--- src/rtl/id_ex_fwd_pipe_if.sv ---
// ID/EX boundary bundle: decode-side fields, producer forwarding taps and
// the registered EX-side view. The master drives ID/forwarding; the slave is the pipe.
interface id_ex_fwd_pipe_if #(
  parameter int DATA_W    = 32,
  parameter int ADDR_W    = 5,
  parameter int NUM_SRC   = 2,
  parameter int FWD_DEPTH = 2,
  parameter int CTRL_W    = 16
);
  logic                          stall_i;
  logic                          flush_i;
  logic                          id_valid_i;
  logic [CTRL_W-1:0]             id_ctrl_i;
  logic [DATA_W-1:0]             id_pc_i;
  logic [DATA_W-1:0]             id_excepttype_i;
  logic [ADDR_W-1:0]             id_wd_i;
  logic                          id_wreg_i;
  logic [NUM_SRC-1:0]            id_src_rd_i;
  logic [NUM_SRC*ADDR_W-1:0]     id_src_addr_i;
  logic [NUM_SRC*DATA_W-1:0]     id_rf_data_i;
  logic [DATA_W-1:0]             id_imm_i;
  logic [FWD_DEPTH-1:0]          fwd_we_i;
  logic [FWD_DEPTH*ADDR_W-1:0]   fwd_addr_i;
  logic [FWD_DEPTH*DATA_W-1:0]   fwd_data_i;
  logic [FWD_DEPTH-1:0]          fwd_ok_i;
  logic                          hazard_o;
  logic                          ex_valid_o;
  logic [CTRL_W-1:0]             ex_ctrl_o;
  logic [DATA_W-1:0]             ex_pc_o;
  logic [DATA_W-1:0]             ex_excepttype_o;
  logic [ADDR_W-1:0]             ex_wd_o;
  logic                          ex_wreg_o;
  logic [NUM_SRC*DATA_W-1:0]     ex_src_o;

  modport master (
    output stall_i, flush_i, id_valid_i, id_ctrl_i, id_pc_i, id_excepttype_i,
           id_wd_i, id_wreg_i, id_src_rd_i, id_src_addr_i, id_rf_data_i, id_imm_i,
           fwd_we_i, fwd_addr_i, fwd_data_i, fwd_ok_i,
    input  hazard_o, ex_valid_o, ex_ctrl_o, ex_pc_o, ex_excepttype_o,
           ex_wd_o, ex_wreg_o, ex_src_o
  );

  modport slave (
    input  stall_i, flush_i, id_valid_i, id_ctrl_i, id_pc_i, id_excepttype_i,
           id_wd_i, id_wreg_i, id_src_rd_i, id_src_addr_i, id_rf_data_i, id_imm_i,
           fwd_we_i, fwd_addr_i, fwd_data_i, fwd_ok_i,
    output hazard_o, ex_valid_o, ex_ctrl_o, ex_pc_o, ex_excepttype_o,
           ex_wd_o, ex_wreg_o, ex_src_o
  );
endinterface

--- src/rtl/id_ex_fwd_pipe.sv ---
// ID/EX pipeline register with multi-stage operand forwarding, load-use
// bubble insertion, hold-on-stall and a saturating bubble counter.
module id_ex_fwd_pipe #(
  parameter int DATA_W    = 32,
  parameter int ADDR_W    = 5,
  parameter int NUM_SRC   = 2,
  parameter int FWD_DEPTH = 2,
  parameter int CTRL_W    = 16,
  parameter int CNT_W     = 16
) (
  input  logic             clk,
  input  logic             rst,
  id_ex_fwd_pipe_if.slave  bus,
  output logic [CNT_W-1:0] bubble_cnt_o
);

  logic [NUM_SRC*DATA_W-1:0] src_s;
  logic [NUM_SRC-1:0]        hit_s;
  logic [NUM_SRC-1:0]        wait_s;
  logic                      hazard_s;
  logic                      load_s;
  logic                      nop_s;
  logic                      bump_s;

  logic                      ex_valid_r;
  logic [CTRL_W-1:0]         ex_ctrl_r;
  logic [DATA_W-1:0]         ex_pc_r;
  logic [DATA_W-1:0]         ex_excepttype_r;
  logic [ADDR_W-1:0]         ex_wd_r;
  logic                      ex_wreg_r;
  logic [NUM_SRC*DATA_W-1:0] ex_src_r;
  logic [CNT_W-1:0]          bubble_cnt_r;

  // Operand resolution: youngest matching producer wins; a not-ready winner blocks older stages.
  always_comb begin
    src_s  = {(NUM_SRC*DATA_W){1'b0}};
    hit_s  = {NUM_SRC{1'b0}};
    wait_s = {NUM_SRC{1'b0}};
    for (int k = 0; k < NUM_SRC; k++) begin
      if (bus.id_src_rd_i[k]) begin
        src_s[k*DATA_W +: DATA_W] = bus.id_rf_data_i[k*DATA_W +: DATA_W];
      end else begin
        src_s[k*DATA_W +: DATA_W] = bus.id_imm_i;
      end
      for (int j = 0; j < FWD_DEPTH; j++) begin
        if (!hit_s[k] && bus.id_src_rd_i[k] && bus.fwd_we_i[j] &&
            (bus.id_src_addr_i[k*ADDR_W +: ADDR_W] != {ADDR_W{1'b0}}) &&
            (bus.fwd_addr_i[j*ADDR_W +: ADDR_W] == bus.id_src_addr_i[k*ADDR_W +: ADDR_W])) begin
          hit_s[k]  = 1'b1;
          wait_s[k] = ~bus.fwd_ok_i[j];
          if (bus.fwd_ok_i[j]) begin
            src_s[k*DATA_W +: DATA_W] = bus.fwd_data_i[j*DATA_W +: DATA_W];
          end else begin
            src_s[k*DATA_W +: DATA_W] = src_s[k*DATA_W +: DATA_W];
          end
        end else begin
          hit_s[k] = hit_s[k];
        end
      end
    end
    hazard_s = bus.id_valid_i & (|wait_s);
  end

  // Flush beats stall; bubbles and invalid ID slots both load an all-zero NOP.
  assign load_s = bus.flush_i | ~bus.stall_i;
  assign nop_s  = bus.flush_i | hazard_s | ~bus.id_valid_i;
  assign bump_s = ~bus.flush_i & ~bus.stall_i & hazard_s;

  // EX-side pipeline registers.
  always_ff @(posedge clk or posedge rst) begin
    if (rst) begin
      ex_valid_r      <= 1'b0;
      ex_ctrl_r       <= {CTRL_W{1'b0}};
      ex_pc_r         <= {DATA_W{1'b0}};
      ex_excepttype_r <= {DATA_W{1'b0}};
      ex_wd_r         <= {ADDR_W{1'b0}};
      ex_wreg_r       <= 1'b0;
      ex_src_r        <= {(NUM_SRC*DATA_W){1'b0}};
    end else if (load_s) begin
      ex_valid_r      <= nop_s ? 1'b0 : bus.id_valid_i;
      ex_ctrl_r       <= nop_s ? {CTRL_W{1'b0}} : bus.id_ctrl_i;
      ex_pc_r         <= nop_s ? {DATA_W{1'b0}} : bus.id_pc_i;
      ex_excepttype_r <= nop_s ? {DATA_W{1'b0}} : bus.id_excepttype_i;
      ex_wd_r         <= nop_s ? {ADDR_W{1'b0}} : bus.id_wd_i;
      ex_wreg_r       <= nop_s ? 1'b0 : bus.id_wreg_i;
      ex_src_r        <= nop_s ? {(NUM_SRC*DATA_W){1'b0}} : src_s;
    end else begin
      ex_valid_r      <= ex_valid_r;
      ex_ctrl_r       <= ex_ctrl_r;
      ex_pc_r         <= ex_pc_r;
      ex_excepttype_r <= ex_excepttype_r;
      ex_wd_r         <= ex_wd_r;
      ex_wreg_r       <= ex_wreg_r;
      ex_src_r        <= ex_src_r;
    end
  end

  // Saturating bubble counter.
  always_ff @(posedge clk or posedge rst) begin
    if (rst) begin
      bubble_cnt_r <= {CNT_W{1'b0}};
    end else if (bump_s && (bubble_cnt_r != {CNT_W{1'b1}})) begin
      bubble_cnt_r <= bubble_cnt_r + {{(CNT_W-1){1'b0}}, 1'b1};
    end else begin
      bubble_cnt_r <= bubble_cnt_r;
    end
  end

  assign bus.hazard_o        = hazard_s;
  assign bus.ex_valid_o      = ex_valid_r;
  assign bus.ex_ctrl_o       = ex_ctrl_r;
  assign bus.ex_pc_o         = ex_pc_r;
  assign bus.ex_excepttype_o = ex_excepttype_r;
  assign bus.ex_wd_o         = ex_wd_r;
  assign bus.ex_wreg_o       = ex_wreg_r;
  assign bus.ex_src_o        = ex_src_r;
  assign bubble_cnt_o        = bubble_cnt_r;

endmodule

--- src/flat_wrapper.sv ---
// flat-port wrapper written by rule: the top's interface ports become plain ports
module id_ex_fwd_pipe_flat 
#(
  parameter int DATA_W    = 32,
  parameter int ADDR_W    = 5,
  parameter int NUM_SRC   = 2,
  parameter int FWD_DEPTH = 2,
  parameter int CTRL_W    = 16,
  parameter int CNT_W     = 16
)
  (clk, rst, bubble_cnt_o, bus_stall_i, bus_flush_i, bus_id_valid_i, bus_id_ctrl_i, bus_id_pc_i, bus_id_excepttype_i, bus_id_wd_i, bus_id_wreg_i, bus_id_src_rd_i, bus_id_src_addr_i, bus_id_rf_data_i, bus_id_imm_i, bus_fwd_we_i, bus_fwd_addr_i, bus_fwd_data_i, bus_fwd_ok_i, bus_hazard_o, bus_ex_valid_o, bus_ex_ctrl_o, bus_ex_pc_o, bus_ex_excepttype_o, bus_ex_wd_o, bus_ex_wreg_o, bus_ex_src_o);
  id_ex_fwd_pipe_if #(.DATA_W(DATA_W), .ADDR_W(ADDR_W), .NUM_SRC(NUM_SRC), .FWD_DEPTH(FWD_DEPTH), .CTRL_W(CTRL_W)) bus_i ();
  input  logic clk;
  input  logic rst;
  output logic [CNT_W-1:0] bubble_cnt_o;
  input wire logic [$bits(bus_i.stall_i)-1:0] bus_stall_i;
  input wire logic [$bits(bus_i.flush_i)-1:0] bus_flush_i;
  input wire logic [$bits(bus_i.id_valid_i)-1:0] bus_id_valid_i;
  input wire logic [$bits(bus_i.id_ctrl_i)-1:0] bus_id_ctrl_i;
  input wire logic [$bits(bus_i.id_pc_i)-1:0] bus_id_pc_i;
  input wire logic [$bits(bus_i.id_excepttype_i)-1:0] bus_id_excepttype_i;
  input wire logic [$bits(bus_i.id_wd_i)-1:0] bus_id_wd_i;
  input wire logic [$bits(bus_i.id_wreg_i)-1:0] bus_id_wreg_i;
  input wire logic [$bits(bus_i.id_src_rd_i)-1:0] bus_id_src_rd_i;
  input wire logic [$bits(bus_i.id_src_addr_i)-1:0] bus_id_src_addr_i;
  input wire logic [$bits(bus_i.id_rf_data_i)-1:0] bus_id_rf_data_i;
  input wire logic [$bits(bus_i.id_imm_i)-1:0] bus_id_imm_i;
  input wire logic [$bits(bus_i.fwd_we_i)-1:0] bus_fwd_we_i;
  input wire logic [$bits(bus_i.fwd_addr_i)-1:0] bus_fwd_addr_i;
  input wire logic [$bits(bus_i.fwd_data_i)-1:0] bus_fwd_data_i;
  input wire logic [$bits(bus_i.fwd_ok_i)-1:0] bus_fwd_ok_i;
  output wire logic [$bits(bus_i.hazard_o)-1:0] bus_hazard_o;
  output wire logic [$bits(bus_i.ex_valid_o)-1:0] bus_ex_valid_o;
  output wire logic [$bits(bus_i.ex_ctrl_o)-1:0] bus_ex_ctrl_o;
  output wire logic [$bits(bus_i.ex_pc_o)-1:0] bus_ex_pc_o;
  output wire logic [$bits(bus_i.ex_excepttype_o)-1:0] bus_ex_excepttype_o;
  output wire logic [$bits(bus_i.ex_wd_o)-1:0] bus_ex_wd_o;
  output wire logic [$bits(bus_i.ex_wreg_o)-1:0] bus_ex_wreg_o;
  output wire logic [$bits(bus_i.ex_src_o)-1:0] bus_ex_src_o;
  assign bus_i.stall_i = bus_stall_i;
  assign bus_i.flush_i = bus_flush_i;
  assign bus_i.id_valid_i = bus_id_valid_i;
  assign bus_i.id_ctrl_i = bus_id_ctrl_i;
  assign bus_i.id_pc_i = bus_id_pc_i;
  assign bus_i.id_excepttype_i = bus_id_excepttype_i;
  assign bus_i.id_wd_i = bus_id_wd_i;
  assign bus_i.id_wreg_i = bus_id_wreg_i;
  assign bus_i.id_src_rd_i = bus_id_src_rd_i;
  assign bus_i.id_src_addr_i = bus_id_src_addr_i;
  assign bus_i.id_rf_data_i = bus_id_rf_data_i;
  assign bus_i.id_imm_i = bus_id_imm_i;
  assign bus_i.fwd_we_i = bus_fwd_we_i;
  assign bus_i.fwd_addr_i = bus_fwd_addr_i;
  assign bus_i.fwd_data_i = bus_fwd_data_i;
  assign bus_i.fwd_ok_i = bus_fwd_ok_i;
  assign bus_hazard_o = bus_i.hazard_o;
  assign bus_ex_valid_o = bus_i.ex_valid_o;
  assign bus_ex_ctrl_o = bus_i.ex_ctrl_o;
  assign bus_ex_pc_o = bus_i.ex_pc_o;
  assign bus_ex_excepttype_o = bus_i.ex_excepttype_o;
  assign bus_ex_wd_o = bus_i.ex_wd_o;
  assign bus_ex_wreg_o = bus_i.ex_wreg_o;
  assign bus_ex_src_o = bus_i.ex_src_o;
  id_ex_fwd_pipe #(.DATA_W(DATA_W), .ADDR_W(ADDR_W), .NUM_SRC(NUM_SRC), .FWD_DEPTH(FWD_DEPTH), .CTRL_W(CTRL_W), .CNT_W(CNT_W)) u_core (.clk(clk), .rst(rst), .bus(bus_i), .bubble_cnt_o(bubble_cnt_o));
endmodule
--- config.mk ---
export PLATFORM = sky130hd
export DESIGN_NAME = id_ex_fwd_pipe_flat
export DESIGN_NICKNAME = d
export VERILOG_FILES = /design/src/rtl/id_ex_fwd_pipe_if.sv /design/src/rtl/id_ex_fwd_pipe.sv /design/src/flat_wrapper.sv
export SDC_FILE = /design/constraint.sdc
export NUM_CORES = 1
export LEC_CHECK = 0
export BUFFER_PORTS_ARGS = -buffer_cell sky130_fd_sc_hd__clkbuf_2
export CORE_AREA = 2 2 171 173
export DETAILED_ROUTE_END_ITERATION = 10
export DIE_AREA = 0 0 173 175
export PLACE_DENSITY_LB_ADDON = 0.05
export SLEW_MARGIN = 20
export SYNTH_ARGS = -nofsm -noshare
export SYNTH_HDL_FRONTEND = slang
export SYNTH_SLANG_ARGS = --single-unit
--- constraint.sdc ---
create_clock -name clk -period 6.4 [get_ports clk]
set_clock_uncertainty 0.1 [all_clocks]
set_input_delay 0.32 -clock clk [delete_from_list [all_inputs] [get_ports clk]]
set_output_delay 0.32 -clock clk [all_outputs]
set_load 0.005 [all_outputs]
==> results.toml <==
[setup_path]
critPathRequiredTime_ns = 6.65
cp-start-kind = "input pin"
crit_path_max_fanout = 86
startpoint = "bus_id_src_addr_i[1]"
cp.arrival_ns = 3.47
r2r_start = "u_core.bubble_cnt_o[0]$_DFFE_PP0P_"
worst_setup_path_end_kind = "register"
reg2reg_slack_ns = 3.79
worst-setup-path-type = "in -> reg"

[clocking]
cts_resized = 0
cts_sinks = 167
ctsHtreeMaxLevel = 4
cts_buffers = 17
cts_tree = "built"
clock_latency_ns = 0.43
root_buffer = "clkbuf_16"
cts_setup_buffers = 0
clk_pin_slew_ns = 0.08
clockBufferDepth = 2

[floorplanning]
io_pins = 445
fp.dieW_um = 173
fp-row-count = 62
die_h_um = 175
floorplan.initialDensity_pct = 29.6
core_area_um2 = 28400
dieArea_um2 = 30300

[sta]
fin_crit_sh_pct = 50.4
rsz0062_at_grt = "false"
layout_setup_ws_ns = 3.18
max_freq_mhz = 310
slew_violations = 0
finalSetupTns_ns = 0
hold_viol_final = 0
maxSlewHeadroom_pct = 31.2
worstMarginPinSlew_ns = 1.03
setup_violations = 0
fin_crit_ns = 3.22

[cells_and_area]
drive_gt1_share_pct = 41.1
n_fill_cell = 2889
layout-area-overhead-vs-synth_pct = 43.6
layout.nets = 1560

[yosys]
synth_area_per_cell_um2 = 10.3
ys_warn_count = 0
synth_edf_count = 0
synth-seq-cells = 167
yosysSeqAreaShare_pct = 49.8
synthCells = 818
ys.flop_type = "dfrtp_1"
netlist_area_um2 = 8400
synthesis.nets = 1096
ys_async_sr_fraction_pct = 100
synth_cell_types = 38

[grt]
antenna_found_initial = 5
grt_max_degree = 93
grt_pass1_vias = 8084
overflow = 0
use_met3_pct = 6.38
gr-usage-met2_pct = 36.8
grt_busiest_layer = "met2"
grt_pass1_wl_um = 49700
grtUsageTotal_pct = 21.3
met1_usage_pct = 26.1

[routing]
routed_via_density = 4.78
drtAntennaViolNets = 0
wire_per_inst_um = 19.3
drc = 0
vias = 8042
first_iter_violations = 347
routed_wl_um = 32500
dr.pass1.iters = 4

[status]
status = "finished, final reports clean"

[worst_hold_path]
hp-start = "bus_id_pc_i[11]"
min_path_type = "in -> reg"

[placement]
port_buffers = 444
dpl_worst_slack_ns = 2.78
gp_congestion = 0.803
hpwlAfterDp_um = 22900

[job]
cap_violations = 0

[power]
ir_drop_uv = 128
power_leakage_nw = 6.49
power.density_nw_per_um2 = 212
==> flip-flops by register name (all words and copies together) (netlist names) <==
| signal | count |
|---|---|
| u_core.bus.ex_src_o | 64 |
| u_core.bus.ex_excepttype_o | 32 |
| u_core.bus.ex_pc_o | 32 |
| u_core.bubble_cnt_o | 16 |
| u_core.bus.ex_ctrl_o | 16 |
| u_core.bus.ex_wd_o | 5 |
| u_core.bus.ex_valid_o | 1 |
| u_core.bus.ex_wreg_o | 1 |
==> final timing paths <==
path | depth (start not counted) | endpoint
setup / recovery | 9 | u_core.bus.ex_wd_o[4]$_DFFE_PP0P_
min in group asynchronous | 3 | u_core.bus.ex_pc_o[9]$_DFFE_PP0P_
hold / removal | 2 | u_core.bus.ex_pc_o[11]$_DFFE_PP0P_
hold reg to reg | 2 | u_core.bus.ex_src_o[24]$_DFFE_PP0P_
max in group asynchronous | 4 | u_core.bubble_cnt_o[5]$_DFFE_PP0P_
setup reg to reg | 7 | u_core.bubble_cnt_o[1]$_DFFE_PP0P_
==> synth_stat cells (2+ instances only) <==
library cell,n,area (um^2)
and2_1,3,18.8
a22o_1,86,753
a211oi_1,32,240
buf_1,4,15.0
nor4_1,5,31.3
nand4_1,5,31.3
clkbuf_1,47,176
xnor2_1,6,52.6
mux2i_1,64,641
nand3_1,8,40.0
nor2b_1,2,12.5
buf_8,5,75.1
o21a_1,2,15.0
nand2b_1,2,12.5
inv_1,2,7.51
a21oi_1,64,320
or3_1,2,12.5
nor2_1,71,267
o21ai_1,10,50.1
buf_2,10,50.1
nor3_1,11,55.1
o21ai_0,57,285
dfrtp_1,167,4180
o211a_1,3,30.0
mux2_2,34,383
or4_1,2,15.0
nand2_1,76,285
xor2_1,28,245
==> per-stage QoR <==
stage / hold WS, ns / std cells / instance area [um^2] / util (%) / power [W]
2_1_floorplan: 0.353 / 818 / 8400 / - / 0.00131
3_3_place_gp: 0.334 / 1590 / 10900 / 38.3 / 0.00150
3_5_place_dp: 0.329 / 1590 / 10900 / 38.3 / 0.00150
4_1_cts: 0.000212 / 1676 / 12000 / 42.3 / 0.00261
5_1_grt: 0.000000722 / 1682 / 12100 / 42.4 / 0.00270
6_report: 0.0194 / 1683 / 12100 / 42.5 / 0.00256
==> logic make-up after synthesis <==
family / Yosys count / share of synthesized area [%]
buffers and inverters: 70 / 4.08
adder cells (fa/ha/maj): 1 / 0.149
multiplexers: 98 / 12.2
AO/OA/AOI/OAI: 256 / 20.4
AND/OR/NAND/NOR: 192 / 9.85
XOR/XNOR: 34 / 3.55
flip-flops: 167 / 49.8
==> layout make-up <==
cell class	instances	area (um^2)	share of cell area (%)
Multi-Input combinational cell	581	3890	32.3
Sequential cell	167	4180	34.7
Clock inverter	14	160	1.33
Clock buffer	18	439	3.64
Timing Repair Buffer	513	2880	23.9
Inverter	2	12.5	0.104
Antenna cell	4	10.0	0.0830
Tap cell	384	480	3.99
==> repair_timing <==
| action | in CTS | in global routing |
|---|---|---|
| endpoints found under the hold margin | 112 | 3 |
| setup endpoints to repair | 0 | 0 |
| hold buffers | 54 | 3 |
==> worst max-delay path, cell delays in order <==
cell      delay (ns)
clkbuf_2        0.11
or4_1           0.53
o21a_1          0.21
and4_4          0.18
a22oi_1         0.19
o221a_1         0.66
and2_2          0.26
buf_4           0.71
a22o_1          0.25
==> layout by cell type (no fill, tap or decap), drive strengths merged, types with 2 or more instances in the layout <==
cell type    count
xor2            28
nor4             6
a22o            86
and2             3
mux2            34
mux2i           64
nor2b            2
a21oi           64
nand4            5
o21ai           67
o21a             2
nor3            11
nand2b           2
or4              2
nor2            71
xnor2            6
dfrtp          167
dlygate4sd3     57
nand3            8
a211oi          32
inv              8
clkbuf         462
clkinv           6
or3              2
nand2           76
clkinvlp         2
o211a            3
buf             12
diode            4
==> power breakdown <==
part / total [W] / switching [W] / internal (W) / leakage, nW
Sequential: 0.00112 / 0.0000233 / 0.00109 / 2.28
Clock: 0.00106 / 0.000523 / 0.000536 / 0.286
Combinational: 0.000382 / 0.000190 / 0.000191 / 3.92
Total: 0.00256 / 0.000736 / 0.00182 / 6.49
==> metal layers <==
metal,routed length [um],part of all wire [%],up-vias
li1,-,-,3897
met1,13600,42,3803
met2,16000,49,318
met3,2450,7.5,22
met4,383,1.2,2
met5,13,0.040,-
Power figures use the tool's default switching activity.
